$ cat src/rtl/dev_loader_hex.sv
// ASCII hex boot loader: turns a UART character stream into RAM stores of
// DATA_BYTES bytes, with '@' address records, partial-word flush and error reporting.

package pkg_ram;
   localparam int unsigned RAM_ADDRW = 16;
   localparam int unsigned RAM_QUADW = 64;
   localparam int unsigned RAM_SIZEW = 7;

   typedef logic [7:0]           RAM_BYTE;
   typedef logic [RAM_QUADW-1:0] RAM_QUAD;
   typedef logic [RAM_ADDRW-1:0] ram_addr_t;
   typedef logic [RAM_SIZEW-1:0] ram_size_t;
   typedef logic [1:0]           ram_op_t;

   localparam ram_op_t RAM_NOP   = 2'd0;
   localparam ram_op_t RAM_LOAD  = 2'd1;
   localparam ram_op_t RAM_STORE = 2'd2;

   // One RAM request as driven toward the arbiter
   typedef struct packed {
      ram_op_t   op;
      ram_addr_t addr;
      ram_size_t size;
      RAM_QUAD   data;
   } ram_req_t;
endpackage

interface if_dev_ram;
   pkg_ram::ram_op_t   op;
   pkg_ram::ram_addr_t addr;
   pkg_ram::ram_size_t size;
   pkg_ram::RAM_QUAD   data_in;

   modport master (output op, addr, size, data_in);
   modport slave  (input  op, addr, size, data_in);
endinterface

module dev_loader_hex #(
   parameter int unsigned DATA_BYTES = 1,
   parameter int unsigned START_ADDR = 0,
   parameter int unsigned CNT_W      = pkg_ram::RAM_ADDRW + 1
) (
   input  logic                 clk,
   input  logic                 rst,
   input  pkg_ram::RAM_BYTE     data_in,
   input  logic                 data_en,
   output logic                 ready,
   input  logic                 ram_busy,
   if_dev_ram.master            ram,
   output logic                 done,
   output logic                 error,
   output logic [CNT_W-1:0]     byte_count
);
   import pkg_ram::*;

   localparam int unsigned AW     = RAM_ADDRW;
   localparam int unsigned QW     = RAM_QUADW;
   localparam int unsigned SW     = RAM_SIZEW;
   localparam int unsigned WORD_W = DATA_BYTES * 8;
   localparam int unsigned LANE_W = (DATA_BYTES > 1) ? $clog2(DATA_BYTES) : 1;
   localparam int unsigned CNT_XW = CNT_W + 1;

   localparam logic [AW-1:0]     ADDR_MASK = AW'(DATA_BYTES - 1);
   localparam logic [LANE_W-1:0] LAST_LANE = LANE_W'(DATA_BYTES - 1);
   localparam ram_size_t         WORD_SIZE = SW'(DATA_BYTES * 8);

   localparam logic [1:0] S_DATA  = 2'd0;
   localparam logic [1:0] S_ADDR  = 2'd1;
   localparam logic [1:0] S_FLUSH = 2'd2;
   localparam logic [1:0] S_FIN   = 2'd3;

   logic [1:0]        state_q, state_n;
   logic [1:0]        flush_dst_q, flush_dst_n;
   logic              hi_q, hi_n;
   logic [3:0]        hi_nib_q, hi_nib_n;
   logic [LANE_W-1:0] k_q, k_n;
   logic [LANE_W-1:0] fidx_q, fidx_n;
   logic [WORD_W-1:0] word_q, word_n;
   logic [AW-1:0]     next_addr_q, next_addr_n;
   logic [AW-1:0]     addr_reg_q, addr_reg_n;
   logic              adig_q, adig_n;
   ram_req_t          req_q, req_n;
   logic [CNT_W-1:0]  cnt_q, cnt_n;
   logic              error_q, error_n;
   logic              done_q, done_n;
   logic              ready_q, ready_n;

   logic              is_hex, is_at, is_ws, is_term;
   logic [3:0]        nib;
   logic              accept, pend, issued, can_load, bad;
   logic [7:0]        byte_v, flush_byte;
   logic [CNT_XW-1:0] cnt_sum;

   // Character classification
   always_comb begin
      is_hex  = 1'b0;
      is_at   = 1'b0;
      is_ws   = 1'b0;
      is_term = 1'b0;
      nib     = 4'h0;
      if (data_in >= 8'h30 && data_in <= 8'h39) begin
         is_hex = 1'b1;
         nib    = 4'(data_in - 8'h30);
      end else if (data_in >= 8'h61 && data_in <= 8'h66) begin
         is_hex = 1'b1;
         nib    = 4'(data_in - 8'h57);
      end else if (data_in >= 8'h41 && data_in <= 8'h46) begin
         is_hex = 1'b1;
         nib    = 4'(data_in - 8'h37);
      end else if (data_in == 8'h40) begin
         is_at = 1'b1;
      end else if (data_in == 8'h20 || data_in == 8'h09) begin
         is_ws = 1'b1;
      end else if (data_in == 8'h0d || data_in == 8'h0a) begin
         is_term = 1'b1;
      end
   end

   assign accept   = data_en && ready_q;
   assign pend     = (req_q.op == RAM_STORE);
   assign issued   = pend && !ram_busy;
   assign can_load = !pend || !ram_busy;

   // Next-state and output logic
   always_comb begin
      state_n     = state_q;
      flush_dst_n = flush_dst_q;
      hi_n        = hi_q;
      hi_nib_n    = hi_nib_q;
      k_n         = k_q;
      fidx_n      = fidx_q;
      word_n      = word_q;
      next_addr_n = next_addr_q;
      addr_reg_n  = addr_reg_q;
      adig_n      = adig_q;
      req_n       = req_q;
      cnt_n       = cnt_q;
      error_n     = error_q;
      done_n      = done_q;
      ready_n     = ready_q;
      bad         = 1'b0;
      byte_v      = {hi_nib_q, nib};
      flush_byte  = 8'h00;
      cnt_sum     = '0;

      // Retire the presented store and account its bytes (saturating)
      if (issued) begin
         req_n.op = RAM_NOP;
         cnt_sum  = {1'b0, cnt_q} + CNT_XW'(req_q.size >> 3);
         cnt_n    = cnt_sum[CNT_XW-1] ? '1 : cnt_sum[CNT_W-1:0];
      end

      for (int i = 0; i < DATA_BYTES; i++) begin
         if (LANE_W'(i) == fidx_q) flush_byte = word_q[(DATA_BYTES-1-i)*8 +: 8];
      end

      case (state_q)
         S_DATA: begin
            if (accept) begin
               if (is_hex) begin
                  if (!hi_q) begin
                     hi_n     = 1'b1;
                     hi_nib_n = nib;
                  end else begin
                     hi_n = 1'b0;
                     for (int i = 0; i < DATA_BYTES; i++) begin
                        if (LANE_W'(i) == k_q) word_n[(DATA_BYTES-1-i)*8 +: 8] = byte_v;
                     end
                     if (k_q == LAST_LANE) begin
                        k_n          = '0;
                        req_n.op     = RAM_STORE;
                        req_n.addr   = next_addr_q;
                        req_n.size   = WORD_SIZE;
                        req_n.data   = QW'(word_n);
                        next_addr_n  = next_addr_q + AW'(DATA_BYTES);
                     end else begin
                        k_n = k_q + LANE_W'(1);
                     end
                  end
               end else if (is_ws) begin
                  bad = hi_q;
               end else if (is_at || is_term) begin
                  if (hi_q) begin
                     bad = 1'b1;
                  end else begin
                     addr_reg_n  = '0;
                     adig_n      = 1'b0;
                     fidx_n      = '0;
                     flush_dst_n = is_at ? S_ADDR : S_FIN;
                     if (k_q != '0) state_n = S_FLUSH;
                     else           state_n = is_at ? S_ADDR : S_FIN;
                  end
               end else begin
                  bad = 1'b1;
               end
            end
         end

         S_ADDR: begin
            if (accept) begin
               if (is_hex) begin
                  addr_reg_n = {addr_reg_q[AW-5:0], nib};
                  adig_n     = 1'b1;
               end else if (is_ws || is_term) begin
                  if (!adig_q || (addr_reg_q & ADDR_MASK) != '0) begin
                     bad = 1'b1;
                  end else begin
                     next_addr_n = addr_reg_q;
                     state_n     = is_ws ? S_DATA : S_FIN;
                  end
               end else begin
                  bad = 1'b1;
               end
            end
         end

         // Drain buffered lanes as single-byte stores at consecutive addresses
         S_FLUSH: begin
            if (can_load) begin
               req_n.op    = RAM_STORE;
               req_n.addr  = next_addr_q;
               req_n.size  = SW'(8);
               req_n.data  = QW'(flush_byte);
               next_addr_n = next_addr_q + AW'(1);
               if (fidx_q == k_q - LANE_W'(1)) begin
                  state_n = flush_dst_q;
                  k_n     = '0;
                  fidx_n  = '0;
               end else begin
                  fidx_n = fidx_q + LANE_W'(1);
               end
            end
         end

         default: ;
      endcase

      // Malformed input: stop, discard any partial word
      if (bad) begin
         error_n = 1'b1;
         state_n = S_FIN;
         k_n     = '0;
         hi_n    = 1'b0;
      end

      done_n  = done_q | error_n | ((state_n == S_FIN) && (req_n.op != RAM_STORE));
      ready_n = !done_n && ((state_n == S_DATA) || (state_n == S_ADDR)) &&
                (req_n.op != RAM_STORE);
   end

   always_ff @(posedge clk) begin
      if (rst) begin
         state_q     <= S_DATA;
         flush_dst_q <= S_FIN;
         hi_q        <= 1'b0;
         hi_nib_q    <= 4'h0;
         k_q         <= '0;
         fidx_q      <= '0;
         word_q      <= '0;
         next_addr_q <= AW'(START_ADDR);
         addr_reg_q  <= '0;
         adig_q      <= 1'b0;
         req_q.op    <= RAM_NOP;
         req_q.addr  <= '0;
         req_q.size  <= WORD_SIZE;
         req_q.data  <= '0;
         cnt_q       <= '0;
         error_q     <= 1'b0;
         done_q      <= 1'b0;
         ready_q     <= 1'b1;
      end else begin
         state_q     <= state_n;
         flush_dst_q <= flush_dst_n;
         hi_q        <= hi_n;
         hi_nib_q    <= hi_nib_n;
         k_q         <= k_n;
         fidx_q      <= fidx_n;
         word_q      <= word_n;
         next_addr_q <= next_addr_n;
         addr_reg_q  <= addr_reg_n;
         adig_q      <= adig_n;
         req_q       <= req_n;
         cnt_q       <= cnt_n;
         error_q     <= error_n;
         done_q      <= done_n;
         ready_q     <= ready_n;
      end
   end

   assign ram.op      = req_q.op;
   assign ram.addr    = req_q.addr;
   assign ram.size    = req_q.size;
   assign ram.data_in = req_q.data;
   assign ready       = ready_q;
   assign done        = done_q;
   assign error       = error_q;
   assign byte_count  = cnt_q;

endmodule

$ cat src/flat_wrapper.sv
// flat-port wrapper written by rule: the top's interface ports become plain ports
module dev_loader_hex_flat import pkg_ram::*;
#(
   parameter int unsigned DATA_BYTES = 1,
   parameter int unsigned START_ADDR = 0,
   parameter int unsigned CNT_W      = pkg_ram::RAM_ADDRW + 1
)
  (clk, rst, data_in, data_en, ready, ram_busy, done, error, byte_count, ram_op, ram_addr, ram_size, ram_data_in);
  if_dev_ram ram_i ();
  input  logic clk;
  input  logic rst;
  input  pkg_ram::RAM_BYTE data_in;
  input  logic data_en;
  output logic ready;
  input  logic ram_busy;
  output logic done;
  output logic error;
  output logic [CNT_W-1:0] byte_count;
  output wire logic [$bits(ram_i.op)-1:0] ram_op;
  output wire logic [$bits(ram_i.addr)-1:0] ram_addr;
  output wire logic [$bits(ram_i.size)-1:0] ram_size;
  output wire logic [$bits(ram_i.data_in)-1:0] ram_data_in;
  assign ram_op = ram_i.op;
  assign ram_addr = ram_i.addr;
  assign ram_size = ram_i.size;
  assign ram_data_in = ram_i.data_in;
  dev_loader_hex #(.DATA_BYTES(DATA_BYTES), .START_ADDR(START_ADDR), .CNT_W(CNT_W)) u_core (.clk(clk), .rst(rst), .data_in(data_in), .data_en(data_en), .ready(ready), .ram_busy(ram_busy), .ram(ram_i), .done(done), .error(error), .byte_count(byte_count));
endmodule
$ cat config.mk
export PLATFORM = sky130hd
export DESIGN_NAME = dev_loader_hex_flat
export DESIGN_NICKNAME = d
export VERILOG_FILES = /design/src/rtl/dev_loader_hex.sv /design/src/flat_wrapper.sv
export SDC_FILE = /design/constraint.sdc
export NUM_CORES = 1
export LEC_CHECK = 0
export CORE_UTILIZATION = 45
export DETAILED_ROUTE_END_ITERATION = 12
export GPL_ROUTABILITY_DRIVEN = 0
export PLACE_DENSITY_LB_ADDON = 0.1
export SETUP_SLACK_MARGIN = 0.5
export SLEW_MARGIN = 5
export SYNTH_ARGS = -nofsm -noshare
export SYNTH_HDL_FRONTEND = slang
export SYNTH_SLANG_ARGS = --single-unit
$ cat constraint.sdc
create_clock -name clk -period 2 [get_ports clk]
set_input_delay 0.2 -clock clk [delete_from_list [all_inputs] [get_ports clk]]
set_output_delay 0.2 -clock clk [all_outputs]
set_load 0.01 [all_outputs]
==> results.py, run 1 <==
metrics = {
    "grt": {
        "grt_max_degree": 37,
        "gr-total-overflow": 0,
        "grt.total_usage": 0.2446,
        "grt_pass1_vias": 4510,
        "antenna_found_initial": 0,
        "grt_pass1_wl_mm": 22.68,
    },
    "setup_path": {
        "critPathMaxStageDelay_ps": 410,
        "cp.required_ps": 2230,
        "worstPathCellList": "buf_6 -> buf_8 -> inv_12 -> ha_4 -> or3b_4 -> a2111oi_4 -> buf_4 -> a32o_2 -> nor2_2 -> a41o_1",
        "crit_type": "primary input to flip-flop",
        "path_max_fanout": 3,
        "crit_path_start_kind": "primary input",
        "end_kind": "flip-flop",
        "cpMaxStageDelayCell": "a2111oi_4",
        "arrival_ps": 2020,
        "reg2reg_depth": 8,
    },
    "final_layout": {
        "fin_area_um2": 7810,
        "syn2layout_area_growth_pct": 51.21,
        "regArea_um2": 1967,
        "final_cell_mix": "dfxtp_1, buf_4, conb_1",
        "layout-drive-gt1-share": 0.3877,
        "multi_input_area_um2": 3505,
        "fin_nets": 781,
        "final-instance-count-excl-fill": 906,
        "nFillCells": 845,
        "finish.utilization": 0.7080,
        "diodes": 0,
        "final_common_cell": "dfxtp_1",
    },
    "placement": {
        "port_buffers": 58,
        "hpwlAfterDp_mm": 9.704,
        "placed_cell_area_um2": 6190,
        "place_inst": 838,
    },
    "run": {
        "cap_violations": 0,
    },
    "sta": {
        "finalCritPeriodShare": 0.8968,
        "rsz0062_at_grt": "true",
        "fmax_ghz": 0.5575,
        "min_period_ps": 1794,
        "relSlewSlack": 0.6650,
        "hold_viol_final": 0,
        "finClkSkew_ps": 4.585,
        "tightest_slew_ps": 502.5,
        "final-setup-viol-count": 0,
        "drv_slew": 0,
    },
    "floorplanning": {
        "row_count": 38,
        "dieHeight_um": 109.1,
        "die_w_um": 109.1,
        "dieArea_um2": 11910,
        "core-area_um2": 11030,
        "start_util": 0.4682,
        "design.portCount": 121,
    },
    "routing": {
        "postRouteAntennaNets": 0,
        "wire_per_inst_um": 17.57,
        "wl_mm": 15.92,
        "dr.pass1.iters": 5,
        "drc": 0,
        "routed_via_density": 5.556,
        "first_iter_violations": 305,
        "vias": 5034,
    },
    "power": {
        "p_leak_uw": 0.003082,
        "power.total_uw": 4469,
        "powerDensity_nw_per_um2": 572.2,
        "power_switching_share": 0.2855,
        "p_switching_uw": 1276,
        "power_frac_seq": 0.450,
        "power_frac_comb": 0.189,
        "clkPwrFrac": 0.361,
        "vdd_drop_max_v": 0.0005344,
        "power.internal_uw": 3193,
    },
    "synth": {
        "synth-seq-cells": 97,
        "yosys_warnings": 0,
        "synthCells": 609,
        "syn_avg_cell_area_um2": 8.481,
        "synthFlopType": "dfxtp_1",
        "ys_seq_area_frac": 0.3760,
        "async_flop_share": 0,
        "syn_area_um2": 5165,
        "ys_types": 71,
        "synth_edf_count": 0,
    },
    "min_path": {
        "worstHoldPathCells": 2,
        "hp-class": "primary input to flip-flop",
    },
    "clock_network": {
        "clock_latency_ps": 340,
        "numCtsBuffers": 9,
        "clkSinkCount": 97,
        "path_clk_slew_ps": 60,
        "clock-root-buffer": "clkbuf_16",
        "cts_buffer_depth": 2,
        "cts_max_level": 3,
        "tritoncts": "done",
    },
    "run_status": {
        "status": "completed",
    },
}
## flip-flops by register name, indices dropped and copies added, names as in the netlist
signal / flops
u_core.word_q: 8
u_core.fidx_q: 1
u_core.ram.size: 1
u_core.adig_q: 1
u_core.ram.op: 2
u_core.ram.data_in: 8
u_core.ram.addr: 16
u_core.state_q: 2
u_core.addr_reg_q: 16
u_core.hi_q: 1
u_core.next_addr_q: 16
u_core.byte_count: 17
u_core.error: 1
u_core.flush_dst_q: 1
u_core.ready: 1
u_core.hi_nib_q: 4
u_core.done: 1
## critical path: cells and delay by family
family	cells	cell delay [ps]
simple gates	2	440
compound gates	3	810
buf+inv	4	430
fa+ha+maj	1	150
## final cells by class
| cell class | count | share of cell area |
|---|---|---|
| Clock buffer | 10 | 0.03060 |
| Timing Repair Buffer | 176 | 0.2304 |
| Tap cell | 140 | 0.02243 |
| Sequential cell | 97 | 0.2518 |
| Clock inverter | 5 | 0.004005 |
| Inverter | 21 | 0.01202 |
| Multi-Input combinational cell | 457 | 0.4487 |
## path summary, 6_finish.rpt
| check | startpoint | endpoint | slack [ps] |
|---|---|---|---|
| setup / recovery | data_in[1] | u_core.ready$_SDFF_PP1_ | 210 |
| hold / removal | rst | u_core.error$_SDFF_PP0_ | 220 |
| setup reg to reg | u_core.ram.op[0]$_SDFF_PP0_ | u_core.byte_count[14]$_SDFFE_PP0P_ | 250 |
| hold reg to reg | u_core.ram.addr[11]$_SDFFE_PP0P_ | u_core.ram.addr[11]$_SDFFE_PP0P_ | 460 |
## per-stage QoR
stage / setup slack, ps / TNS (ps) / hold WS (ps)
after floorplan: 101.3 / 0 / 378.0
after global placement: -608.2 / -37230 / 441.6
after detailed placement: -664.0 / -40970 / 451.5
after CTS: 274.2 / 0 / 219.6
after global routing: 172.6 / 0 / 242.4
final: 206.3 / 0 / 219.4
## power groups by stage
stage	Clock, uW	Combinational [uW]	Sequential, uW
6_report	1610	846	2010
5_1_grt	1710	900	2010
4_1_cts	1630	715	2010
3_5_place_dp	0	622	2050
3_3_place_gp	0	612	2050
2_1_floorplan	0	461	2050
## synth_stat cells (11+ instances only)
| master | number | share of area |
|---|---|---|
| o21ai_0 | 35 | 0.034 |
| nor3_1 | 11 | 0.011 |
| nand3_1 | 41 | 0.040 |
| dfxtp_1 | 97 | 0.38 |
| inv_1 | 21 | 0.015 |
| nor2_1 | 42 | 0.031 |
| clkbuf_1 | 18 | 0.013 |
| a32oi_1 | 12 | 0.020 |
| buf_4 | 63 | 0.092 |
| a21oi_1 | 48 | 0.047 |
| a31oi_1 | 17 | 0.021 |
| nand2_1 | 51 | 0.037 |
## metal layers
metal	share of wire	global-route usage	vias to the layer above
met3	0.035	0.05320	28
met5	0	0	-
met4	0.021	0.05405	0
li1	-	-	2407
met1	0.43	0.3082	2466
met2	0.52	0.4241	133
## kinds of logic after synthesis
logic type      after synthesis  share of synthesized area
simple gates                188                     0.1846
compound gates              179                     0.2485
buf+inv                     116                     0.1354
flops                        97                     0.3760
xor+xnor                     12                    0.02035
mux                           9                    0.01744
fa+ha+maj                     7                    0.01696
other cells                   1                  0.0007260
## timing repair
item	CTS	global route
pin swaps	38	68
setup endpoints to repair	107	108
hold buffers	0	0
buffers inserted	24	20
gates resized for setup	115	141
cloned	3	6
Note: power is estimated with default switching activity, not from simulation.
==> run 2, diff against run 1 <==
--- a/config.mk
+++ b/config.mk
@@ -9,6 +9,7 @@
 export DETAILED_ROUTE_END_ITERATION = 12
 export GPL_ROUTABILITY_DRIVEN = 0
 export PLACE_DENSITY_LB_ADDON = 0.1
+export REMOVE_ABC_BUFFERS = 1
 export SETUP_SLACK_MARGIN = 0.5
 export SLEW_MARGIN = 5
 export SYNTH_ARGS = -nofsm -noshare
==> results.py, run 2 (synthesis gave the netlist of run 1 again) <==
metrics = {
    "routing": {
        "vias": 5394,
        "postRouteAntennaNets": 0,
        "wire_per_inst_um": 19.14,
        "first_iter_violations": 353,
        "drc": 0,
        "dr.pass1.iters": 6,
        "routed_via_density": 5.794,
        "wl_mm": 17.82,
    },
    "final_layout": {
        "multi_input_area_um2": 3568,
        "fin_area_um2": 8055,
        "layout-drive-gt1-share": 0.3919,
        "diodes": 0,
        "regArea_um2": 1959,
        "final-instance-count-excl-fill": 931,
        "largest_register_ff_count": 17,
        "final_common_cell": "buf_4",
        "finish.utilization": 0.7303,
        "syn2layout_area_growth_pct": 55.96,
        "fin_nets": 805,
        "nFillCells": 775,
        "final_cell_mix": "buf_4, dfxtp_1, conb_1",
    },
    "grt": {
        "antenna_found_initial": 0,
        "gr-total-overflow": 0,
        "grt_max_degree": 26,
        "grt_pass1_wl_mm": 25.46,
        "grt.total_usage": 0.2780,
        "grt_pass1_vias": 5065,
    },
    "run": {
        "cap_violations": 0,
    },
    "setup_path": {
        "r2r_end": "u_core.next_addr_q[9]$_SDFFE_PP0P_",
        "path_buf_inv": 4,
        "crit_family": "buffers and inverters",
        "end_kind": "flip-flop",
        "crit_type": "flip-flop to flip-flop",
        "critPathMaxStageDelay_ps": 340,
        "arrival_ps": 2130,
        "reg2reg_depth": 9,
        "worstPathCellList": "buf_6 -> buf_4 -> buf_6 -> nor2b_4 -> buf_4 -> nor2_1 -> a22oi_1 -> a211oi_2 -> a31o_1",
        "rr_startpoint": "u_core.state_q[1]$_SDFF_PP0_",
        "cp.required_ps": 2240,
        "r2r_slack_ps": 120,
        "path_max_fanout": 21,
        "crit_path_start_kind": "flip-flop",
        "cpMaxStageDelayCell": "dfxtp_2",
    },
    "placement": {
        "pre_cts_ws_ps": -722.6,
        "hpwlAfterDp_mm": 9.818,
        "port_buffers": 58,
        "placed_cell_area_um2": 6122,
        "place_inst": 851,
    },
    "floorplanning": {
        "core-area_um2": 11030,
        "design.portCount": 121,
        "die_w_um": 109.1,
        "row_count": 38,
        "start_util": 0.4682,
        "dieArea_um2": 11910,
        "dieHeight_um": 109.1,
    },
    "sta": {
        "drv_slew": 0,
        "finClkSkew_ps": 4.737,
        "relSlewSlack": 0.5984,
        "fmax_ghz": 0.5314,
        "setup_slack_ps": 118.1,
        "final-setup-viol-count": 0,
        "tightest_slew_ps": 600.2,
        "min_period_ps": 1882,
        "whs_ps": 264.3,
        "rsz0062_at_grt": "true",
        "finalCritPeriodShare": 0.9409,
        "hold_viol_final": 0,
    },
    "power": {
        "vdd_drop_max_v": 0.0005722,
        "powerDensity_nw_per_um2": 608.1,
        "p_leak_uw": 0.003273,
    },
    "clock_network": {
        "numCtsBuffers": 9,
        "clkSinkCount": 97,
        "cts_buffer_depth": 2,
        "cts_max_level": 3,
        "path_clk_slew_ps": 70,
        "hold_buffers": 0,
        "tritoncts": "done",
        "clock_latency_ps": 350,
        "clock-root-buffer": "clkbuf_16",
    },
    "min_path": {
        "hp-class": "primary input to flip-flop",
        "holdPathEnd": "u_core.byte_count[8]$_SDFFE_PP0P_",
        "hp-start": "rst",
        "worstHoldPathCells": 2,
    },
    "run_status": {
        "status": "completed",
    },
}
-- run 2: changes by cell type in the layout (fill, tap and decap cells not counted), moves of 3 or more --
cell and change:
a21oi_1 +3, buf_4 +24, clkbuf_1 +3, clkinv_2 -3, dfxtp_1 +6, dfxtp_2 -6
nand2_1 +4, nand2_4 -3, nor3_1 +4, nor3_2 -3
-- run 2: area by class of cell --
class	count	area share
Clock buffer	14	0.03277
Multi-Input combinational cell	459	0.4430
Timing Repair Buffer	198	0.2398
Clock inverter	2	0.007456
Sequential cell	97	0.2432
Tap cell	140	0.02175
Inverter	21	0.01196
-- run 2: repair_timing --
item	CTS	global route
hold endpoints to repair	0	0
setup buffers	39	16
gates resized for setup	172	130
setup endpoints to repair	107	108
pin swaps	63	47
gates cloned	6	3
-- run 2: how the worst max path moves through the flow --
stage,depth (start not counted),startpoint,endpoint,slack (ps)
2_1_floorplan,5,u_core.state_q[0]$_SDFF_PP0_,u_core.ready$_SDFF_PP1_,-620
3_3_place_gp,9,data_in[0],u_core.next_addr_q[13]$_SDFFE_PP0P_,-640
3_5_place_dp,9,data_in[0],u_core.next_addr_q[13]$_SDFFE_PP0P_,-720
4_1_cts,6,u_core.state_q[1]$_SDFF_PP0_,u_core.next_addr_q[6]$_SDFFE_PP0P_,120
5_1_grt,8,u_core.state_q[1]$_SDFF_PP0_,u_core.next_addr_q[7]$_SDFFE_PP0P_,50
6_report,9,u_core.state_q[1]$_SDFF_PP0_,u_core.next_addr_q[9]$_SDFFE_PP0P_,120
-- run 2: per-layer routing --
layer / GRT usage / up-vias / share of wire / wire length [um]
li1: - / 2456 / - / -
met1: 0.3321 / 2601 / 0.40 / 7054
met2: 0.4645 / 279 / 0.49 / 8816
met3: 0.05738 / 58 / 0.068 / 1219
met4: 0.1515 / 0 / 0.041 / 724
met5: 0 / - / 0 / 0
-- run 2: stage by stage --
step | setup TNS, ps | power [uW]
floorplan | -9055 | 2344
global placement | -37120 | 2658
detailed placement | -44410 | 2667
CTS | 0 | 4731
global route | 0 | 5036
finish | 0 | 4898
-- run 2: where the power goes --
group	switching (uW)	total, uW	internal (uW)	leakage [uW]
clock network	744	1910	1170	0.000157
logic	549	985	437	0.00233
registers	38.0	2000	1960	0.000787
